==> src/rtl/dbram_pkg.sv <==
// Shared types and widths for the double-buffered RAM ping-pong writer.
// Tile-early-close support is enabled by the DBRAM_WRITER_TILE_LAST_EN macro.
package dbram_pkg;

    localparam int DBRAM_AWIDTH  = 12;
    localparam int DBRAM_DWIDTH  = 60;
    localparam int DBRAM_NBANKS  = 2;

    typedef enum logic [1:0] {
        IDLE      = 2'd0,
        FILL      = 2'd1,
        WAIT_BANK = 2'd2
    } wr_state_t;

    typedef logic bank_sel_t;

    function automatic logic [DBRAM_NBANKS-1:0] bank_onehot(input bank_sel_t b);
        return b ? 2'b10 : 2'b01;
    endfunction

endpackage

==> src/rtl/dbram_pingpong_writer_if.sv <==
// Producer word stream plus RAM port A write bus; in_last exists only with DBRAM_WRITER_TILE_LAST_EN.
// slave = the writer, master = the producer / RAM-side observer.
interface dbram_pingpong_writer_if
    import dbram_pkg::*;
#(
    parameter int AWIDTH = DBRAM_AWIDTH,
    parameter int DWIDTH = DBRAM_DWIDTH
) ();

    logic              in_valid;
    logic [DWIDTH-1:0] in_data;
    logic              in_ready;
`ifdef DBRAM_WRITER_TILE_LAST_EN
    logic              in_last;
`endif
    logic [AWIDTH-1:0] ram_address;
    logic              ram_wren;
    logic [DWIDTH-1:0] ram_data;

    modport slave (
        input  in_valid,
        input  in_data,
`ifdef DBRAM_WRITER_TILE_LAST_EN
        input  in_last,
`endif
        output in_ready,
        output ram_address,
        output ram_wren,
        output ram_data
    );

    modport master (
        output in_valid,
        output in_data,
`ifdef DBRAM_WRITER_TILE_LAST_EN
        output in_last,
`endif
        input  in_ready,
        input  ram_address,
        input  ram_wren,
        input  ram_data
    );

endinterface

==> src/rtl/dbram_bank_tracker.sv <==
// Bank ownership flags: set by the writer on tile close, cleared by consumer release.
// Registered, 1-cycle update; a release of a bank not owned by the consumer is dropped and flagged sticky.
module dbram_bank_tracker
    import dbram_pkg::*;
(
    input  logic                    clk,
    input  logic                    reset,
    input  logic [DBRAM_NBANKS-1:0] bank_set,
    input  logic [DBRAM_NBANKS-1:0] bank_release,
    output logic [DBRAM_NBANKS-1:0] bank_full,
    output logic                    err_release
);

    logic [DBRAM_NBANKS-1:0] r_full;
    logic                    r_err;

    // The writer never closes a tile into a full bank, so set and release never collide on one bit.
    always_ff @(posedge clk) begin
        if (reset) begin
            r_full <= '0;
            r_err  <= 1'b0;
        end else begin
            r_full <= (r_full & ~bank_release) | bank_set;
            if (|(bank_release & ~r_full)) begin
                r_err <= 1'b1;
            end
        end
    end

    assign bank_full   = r_full;
    assign err_release = r_err;

endmodule

==> src/rtl/dbram_pingpong_writer.sv <==
// Ping-pong fill stage for RAM port A; words land on the RAM 1 cycle after acceptance.
// in_ready drops while the next bank is still owned by the consumer. Optional: DBRAM_WRITER_TILE_LAST_EN.
module dbram_pingpong_writer
    import dbram_pkg::*;
#(
    parameter int AWIDTH     = DBRAM_AWIDTH,
    parameter int DWIDTH     = DBRAM_DWIDTH,
    parameter int TILE_WORDS = 2048
) (
    input  logic                    clk,
    input  logic                    reset,
    dbram_pingpong_writer_if.slave  bus,
    output logic [DBRAM_NBANKS-1:0] bank_full,
    input  logic [DBRAM_NBANKS-1:0] bank_release,
    output logic                    err_release
`ifdef DBRAM_WRITER_TILE_LAST_EN
    ,
    output logic [2*AWIDTH-1:0]     tile_len
`endif
);

    localparam int                OWIDTH   = AWIDTH - 1;
    localparam logic [OWIDTH-1:0] LAST_OFF = OWIDTH'(TILE_WORDS - 1);

    wr_state_t               r_state;
    wr_state_t               w_state_nxt;
    bank_sel_t               r_wr_bank;
    logic [OWIDTH-1:0]       r_offset;
    logic                    r_ram_wren;
    logic [AWIDTH-1:0]       r_ram_address;
    logic [DWIDTH-1:0]       r_ram_data;

    logic                    w_in_ready;
    logic                    w_accept;
    logic                    w_tile_end;
    logic                    w_other_busy;
    logic                    w_target_free;
    logic [DBRAM_NBANKS-1:0] w_set;

    assign w_accept = bus.in_valid & w_in_ready;

`ifdef DBRAM_WRITER_TILE_LAST_EN
    assign w_tile_end = (r_offset == LAST_OFF) | bus.in_last;
`else
    assign w_tile_end = (r_offset == LAST_OFF);
`endif

    // A release arriving this cycle already counts, so no bubble is spent waiting on the flag.
    assign w_other_busy  = bank_full[~r_wr_bank] & ~bank_release[~r_wr_bank];
    assign w_target_free = ~bank_full[r_wr_bank] | bank_release[r_wr_bank];
    assign w_set         = (w_accept & w_tile_end) ? bank_onehot(r_wr_bank) : '0;

    always_ff @(posedge clk) begin
        if (reset) begin
            r_state <= IDLE;
        end else begin
            r_state <= w_state_nxt;
        end
    end

    always_comb begin
        w_state_nxt = r_state;
        case (r_state)
            IDLE, FILL: begin
                if (w_accept) begin
                    w_state_nxt = (w_tile_end && w_other_busy) ? WAIT_BANK : FILL;
                end
            end
            WAIT_BANK: begin
                if (w_target_free) begin
                    w_state_nxt = FILL;
                end
            end
            default: w_state_nxt = IDLE;
        endcase
    end

    always_comb begin
        w_in_ready = (r_state != WAIT_BANK) & ~reset;
    end

    always_ff @(posedge clk) begin
        if (reset) begin
            r_ram_wren    <= 1'b0;
            r_ram_address <= '0;
            r_ram_data    <= '0;
            r_wr_bank     <= 1'b0;
            r_offset      <= '0;
        end else begin
            r_ram_wren <= w_accept;
            if (w_accept) begin
                r_ram_address <= {r_wr_bank, r_offset};
                r_ram_data    <= bus.in_data;
                if (w_tile_end) begin
                    r_offset  <= '0;
                    r_wr_bank <= ~r_wr_bank;
                end else begin
                    r_offset  <= r_offset + 1'b1;
                end
            end
        end
    end

`ifdef DBRAM_WRITER_TILE_LAST_EN
    logic [2*AWIDTH-1:0] r_tile_len;

    always_ff @(posedge clk) begin
        if (reset) begin
            r_tile_len <= '0;
        end else if (w_accept && w_tile_end) begin
            if (r_wr_bank) begin
                r_tile_len[2*AWIDTH-1:AWIDTH] <= {1'b0, r_offset} + 1'b1;
            end else begin
                r_tile_len[AWIDTH-1:0] <= {1'b0, r_offset} + 1'b1;
            end
        end
    end

    assign tile_len = r_tile_len;
`endif

    dbram_bank_tracker u_tracker (
        .clk          (clk),
        .reset        (reset),
        .bank_set     (w_set),
        .bank_release (bank_release),
        .bank_full    (bank_full),
        .err_release  (err_release)
    );

    assign bus.in_ready    = w_in_ready;
    assign bus.ram_wren    = r_ram_wren;
    assign bus.ram_address = r_ram_address;
    assign bus.ram_data    = r_ram_data;

endmodule
==> src/flat_wrapper.sv <==
// flat-port wrapper written by rule: the top's interface ports become plain ports
module dbram_pingpong_writer_flat import dbram_pkg::*;
#(
    parameter int AWIDTH     = DBRAM_AWIDTH,
    parameter int DWIDTH     = DBRAM_DWIDTH,
    parameter int TILE_WORDS = 2048
)
  (clk, reset, bank_full, bank_release, err_release, bus_in_valid, bus_in_data, bus_in_ready, bus_ram_address, bus_ram_wren, bus_ram_data);
  dbram_pingpong_writer_if #(.AWIDTH(AWIDTH), .DWIDTH(DWIDTH)) bus_i ();
  input  logic clk;
  input  logic reset;
  output logic [DBRAM_NBANKS-1:0] bank_full;
  input  logic [DBRAM_NBANKS-1:0] bank_release;
  output logic err_release;
  input wire logic [$bits(bus_i.in_valid)-1:0] bus_in_valid;
  input wire logic [$bits(bus_i.in_data)-1:0] bus_in_data;
  output wire logic [$bits(bus_i.in_ready)-1:0] bus_in_ready;
  output wire logic [$bits(bus_i.ram_address)-1:0] bus_ram_address;
  output wire logic [$bits(bus_i.ram_wren)-1:0] bus_ram_wren;
  output wire logic [$bits(bus_i.ram_data)-1:0] bus_ram_data;
  assign bus_i.in_valid = bus_in_valid;
  assign bus_i.in_data = bus_in_data;
  assign bus_in_ready = bus_i.in_ready;
  assign bus_ram_address = bus_i.ram_address;
  assign bus_ram_wren = bus_i.ram_wren;
  assign bus_ram_data = bus_i.ram_data;
  dbram_pingpong_writer #(.AWIDTH(AWIDTH), .DWIDTH(DWIDTH), .TILE_WORDS(TILE_WORDS)) u_core (.clk(clk), .reset(reset), .bus(bus_i), .bank_full(bank_full), .bank_release(bank_release), .err_release(err_release));
endmodule
==> config.mk <==
export PLATFORM = sky130hd
export DESIGN_NAME = dbram_pingpong_writer_flat
export DESIGN_NICKNAME = d
export VERILOG_FILES = /design/src/rtl/dbram_pkg.sv /design/src/rtl/dbram_pingpong_writer_if.sv /design/src/rtl/dbram_bank_tracker.sv /design/src/rtl/dbram_pingpong_writer.sv /design/src/flat_wrapper.sv
export SDC_FILE = /design/constraint.sdc
export NUM_CORES = 1
export LEC_CHECK = 0
export BUFFER_PORTS_ARGS = -buffer_cell sky130_fd_sc_hd__clkbuf_2
export CAP_MARGIN = 20
export CORE_MARGIN = 1
export CORE_UTILIZATION = 48
export CTS_CLUSTER_SIZE = 20
export DETAILED_ROUTE_END_ITERATION = 7
export PLACE_DENSITY = 0.77
export SLEW_MARGIN = 10
export SYNTH_ARGS = -nofsm -noshare
export SYNTH_HDL_FRONTEND = slang
export SYNTH_SLANG_ARGS = --single-unit
==> constraint.sdc <==
create_clock -name clk -period 2.1 [get_ports clk]
set_input_delay 0.105 -clock clk [delete_from_list [all_inputs] [get_ports clk]]
set_output_delay 0.105 -clock clk [all_outputs]
set_load 0.005 [all_outputs]
## Yosys cells after proc, flatten, opt, wreduce, memory -nomap -nowiden

Cells that the tools add are included.

- RAM bits: 0
- Bits of input ports: 65
- Memories: 0
- Word-level logic and storage cells: 52
- Output and inout port bits: 77
- Latch bits: 0
- ROM bits: 0
- Register bits: 90

- Add/subtract/negate cells: 1
- Equal/unequal tests: 6
- Div/mod/pow operators: 0
- Mux-type cells: 15
- Shift operators: 0
- Multipliers: 0
- Magnitude comparators: 2
- Reductions and logical operators: 6
- Bitwise logic cells: 14

Operators with widths:

| operator | number |
|---|---|
| $add 11x1->11 const B | 1 |
| $eq 11x11->1 const B | 1 |
| $mux 11 | 1 |
| $mux 2 | 5 |
| $mux 1 | 8 |
| $and 1x1->1 | 4 |
| $and 2x2->2 | 2 |
| $lt 1x2->1 const B | 2 |
| $ne 2x1->1 const B | 2 |
| $not 1->1 | 4 |
| $not 2->2 | 2 |
| $pmux 2 s2 | 1 |
| $reduce_and 2->1 | 2 |
| $reduce_or 2->1 | 2 |
| $eq 2x1->1 const B | 1 |
| $eq 2x2->1 const B | 1 |
| $logic_not 2->1 | 1 |
| $ne 2x2->1 const B | 1 |
| $or 2x2->2 | 1 |
| $logic_and 1x1->1 | 1 |
| $or 1x1->1 | 1 |

## Depth between registers and ports, before layout

- Depth after elaboration: 9
- Depth in mapped cells: 7
- Mapped depth without buffers: 5

## Hierarchy

Synthesis repeated with hierarchy kept, for this count alone.

- Cells, all modules: 415
- Area total of the unflattened synthesis: 3497.1 sq um

By module, submodules not included:

| module | times used | seq. area each (sq um) | cells an instance | area an instance (sq um) |
|---|---|---|---|---|
| dbram_pingpong_writer | 1 | 1741.7 | 402 | 3383.2 |
| dbram_bank_tracker | 1 | 60.1 | 13 | 113.9 |

## Worst setup path after synthesis

No wires, ideal clock.

- Path type: register to register
- From: register u_core.r_offset[3]
- To: register u_core.r_state[0]
- Slack: 463 ps
- Cell stages (with the launch flop): 5
- Library setup time: 115 ps
- Path buffers: 0
- Data required time: 1985 ps
- Period minus slack after synthesis: 1637 ps
- Data arrival time: 1522 ps
- Path through: dfxtp_1 -> nand3_2 -> or3_4 -> or4_4 -> and2_1

- Word-level cells in the longest chain between the ends: 5

Ends and longest elaborated chain:

| what | RTL line | RTL |
|---|---|---|
| from (decl) | dbram_pingpong_writer.sv:28 | `logic [OWIDTH-1:0] r_offset;` |
| from (signal assigned) | dbram_pingpong_writer.sv:98 | `r_offset <= r_offset + 1'b1;` |
| $eq 11x11->1 | dbram_pingpong_writer.sv:45 | `assign w_tile_end = (r_offset == LAST_OFF);` |
| $logic_and 1x1->1 | dbram_pingpong_writer.sv:66 | `w_state_nxt = (w_tile_end && w_other_busy) ? WAIT_BANK : FILL;` |
| $mux 2 | dbram_pingpong_writer.sv:66 |  |
| $mux 2 | dbram_pingpong_writer.sv:65 | `if (w_accept) begin` |
| $pmux 2 s2 | dbram_pingpong_writer.sv:63 | `case (r_state)` |
| to (signal assigned) | dbram_pingpong_writer.sv:57 | `r_state <= w_state_nxt;` |
| to (decl) | dbram_pingpong_writer.sv:25 | `wr_state_t r_state;` |

No other way between the ends. The select of a mux whose other input is x is not followed.
A chain may end at the register's enable or synchronous reset.

## Final worst setup path

Ends and elaborated chain as after synthesis.

==> results.md <==
- Max-slew violation total from the final report: 0
- Number of global-route vias before repair: 3354
- Slowest cell on the critical path: or4_4
- Synthesized net count: 474
- Critical path buffer and inverter count: 0
- DIE AREA: 7530 µm²
- Power density normalized to cell area: 746 nW/µm²
- Final setup slack of the worst path: 0.270 ns
- Share of synthesized flip-flops with an asynchronous set or reset: 0%
- Register share of total power: 48.5%
- Hold Crit Depth: 3
- CP Data Arrival Time: 2.07 ns
- Switching power: 827 µW
- Setup tns final: 0 ns
- Placed wire-length estimate after detailed placement: 5.35 mm
- Core area: 6870 µm²
- Congestion Overflow GR: 0
- Via-to-Cell Ratio: 4.95
- Number of warnings reported in the yosys synthesis log: 0
- Starting density of the core: 50.2%
- Non-Filler Instances: 702
- Post-route DRC: 0
- Post-Synthesis Cell Area: 3450 µm²
- Nature of the critical path endpoint: register
- Library cell with the largest summed area after synthesis: dfxtp_1
- Post-Place Worst Slack: 0.315 ns
- FF-to-FF path depth: 4
- List of cells traversed by the critical path: nand3_2 > or3_4 > or4_4 > and2_1
- Clock slew seen by the registers of the worst setup and hold paths: 0.08 ns
- Final-report setup violation count: 0
- Yosys top cell area share: 52.2%
- Router iterations before antenna repair: 5
- # fillers: 496
- Cell types with the largest area share after synthesis: dfxtp_1, nand2_1, nand3b_1, clkbuf_1, a21oi_1
- Leakage: 0.00249 µW
- Antenna violations before repair: 0
- Most frequent cells after synthesis: nand2_1, dfxtp_1, nand3b_1
- Io pins: 142
- Most used standard cell by instance count after synthesis: nand2_1
- Maximum vdd drop: 0.478 mV
- Instance count of the mapped netlist: 408
- Share of the core filled with cells in the final layout: 74.2%
- Final Skew: 0.00551 ns
- Count of routing violations after the opening detailed-route iteration: 226
- Count of max-cap constraint violations: 0
- Internal power of the cells: 2980 µW
- All-layer global routing usage: 25.0%
- Number of input and output port buffers inserted: 141
- Endpoints failing hold: 0
- Flip-flop cell with the highest count after synthesis: dfxtp_1
- Overall via count from detail_route: 3473
- CTS H-tree depth: 3
- Post-route standard cell area excluding fillers: 5100 µm²
- Logic pwr share: 11.4%
- Maximum fanout count along the critical path: 6
- Share of final-layout standard cells stronger than drive strength 1: 28.4%
- Count of antenna-violating nets left after detailed routing: 0
- Proportion of synthesized chip area in sequential cells: 52.2%
- Count of placed standard cells including taps: 626
- Pin count of the biggest net entering global routing: 62
- Normalized max-slew margin: 67.7%
- NumNets Final: 667
- Largest stage delay on the critical path: 0.50 ns
- RSZ-0062 raised after global routing: no
- Ratio of final minimum period to clock period: 87.2%
- Count of flip-flops with a built-in enable after synthesis: 0
- Buffer cell driving the clock tree root: clkbuf_8
- Num CTS Buffers: 9
- Maximum clock insertion buffer count: 2
- Clock share of power: 40.1%
- Minimum clock period: 1.83 ns
- Diodes inserted: 0
- Outcome: finished clean
- Synth Register Bits: 90
- Total wire length: 9.16 mm
- Syn_area_per_cell: 8.46 µm²
- Dpl cell area: 4230 µm²
- Wire per inst: 13.1 µm
- First-pass GRT wire length: 14.9 mm
- Worst Path Required: 2.34 ns
- Clk sinks: 90
- Instance count on the critical path: 4
- Number of rows in the core area: 30
- Die span in x: 86.8 µm
- Fmax: 546 MHz
- Placer Congestion: 0.879
- Category of the worst setup path launch point: register
- Hold crit path type: in2reg
- Later-pin clock latency in the skew report: 0.35 ns
- CTS tree: yes
- Top cell family by delay on the critical path: simple AND/OR/NAND/NOR gates
- Measured slew at the worst slew-check pin: 0.483 ns
- Unique masters post-synth: 34
- Chip height: 86.8 µm
- Kind of critical path: reg2reg
- Area delta synth->final: 47.8%
- Net Sw Frac: 21.7%
[final cells by class]
class | count | area, µm² | area share (%)
clock inverters | 5 | 125 | 2.45
inverters | 6 | 22.5 | 0.442
clock buffers | 11 | 141 | 2.77
well taps | 96 | 120 | 2.36
repair buffers | 208 | 1360 | 26.6
flip-flops and latches | 90 | 1800 | 35.3
multi-input cells | 286 | 1530 | 30.0
[worst paths after layout]
kind              slack [ns]                      start                           end
setup / recovery        0.27         u_core.r_offset[3]             u_core.r_state[0]
hold / removal          0.02            bank_release[0]  u_core.u_tracker.err_release
setup reg to reg        0.27         u_core.r_offset[3]             u_core.r_state[0]
hold reg to reg         0.46  u_core.bus.ram_address[0]     u_core.bus.ram_address[0]
[sequential cells by signal, indices dropped and copies added (netlist names)]
signal,flops
u_core.bus.ram_data,60
u_core.r_offset,11
u_core.u_tracker.bank_full,2
u_core.bus.ram_wren,1
u_core.u_tracker.err_release,1
u_core.r_state,2
u_core.bus.ram_address,12
u_core.r_wr_bank,1
[layer usage]
| layer | track usage (%) | vias to the layer above | share of wire (%) |
|---|---|---|---|
| met5 | 0 | - | 0 |
| met4 | 11.7 | 0 | 2.3 |
| met3 | 5.52 | 22 | 5.3 |
| met2 | 43.6 | 128 | 49 |
| met1 | 29.0 | 1597 | 44 |
| li1 | - | 1726 | - |
[tightest hold or removal path, delay by kind of cell]
| family | cells | cell delay [ns] |
|---|---|---|
| simple gates | 1 | 0.07 |
| buf+inv | 1 | 0.09 |
| compound gates | 1 | 0.06 |
[power groups by stage]
stage	logic, µW	registers, µW	clock network, µW
2_1_floorplan	151	1890	0
3_3_place_gp	334	1880	0
3_5_place_dp	339	1880	0
4_1_cts	428	1840	1550
5_1_grt	481	1850	1640
6_report	435	1840	1530
[cells in the final DEF, fill, tap and decap left out, types with 3 or more instances in the layout]
master	n
o211ai_1	3
nand3_1	5
nand4_1	3
dfxtp_1	90
nor2_1	8
nand2b_1	4
clkbuf_2	141
bufinv_16	4
inv_1	5
o21ai_0	4
a21oi_1	7
nand2_1	148
xor2_1	3
buf_4	7
nand3b_1	72
dlygate4sd3_1	60
xnor2_1	3
clkbuf_8	10
[logic make-up (layout without fill, tap and decap cells)]
logic type	count (synthesis)	count (layout)	share of synthesized area, %
adder cells (fa/ha/maj)	1	1	0.363
flip-flops	90	90	52.2
buffers and inverters	32	230	3.52
XOR/XNOR	6	6	1.52
AND/OR/NAND/NOR	257	257	38.2
AO/OA/AOI/OAI	20	20	3.55
multiplexers	2	2	0.616
[through the flow]
| stage | hold WS [ns] | power (µW) |
|---|---|---|
| after CTS | 0.00429 | 3820 |
| after global placement | 0.288 | 2210 |
| after floorplan | 0.204 | 2040 |
| after global routing | 0.0383 | 3970 |
| final | 0.0167 | 3810 |
| after detailed placement | 0.292 | 2220 |
[timing repair]
item,4_1_cts,5_1_grt
hold buffers,60,0
gates resized for setup,0,0
setup buffers,0,0
hold endpoints to repair,60,0
Power figures use the tool's default switching activity.
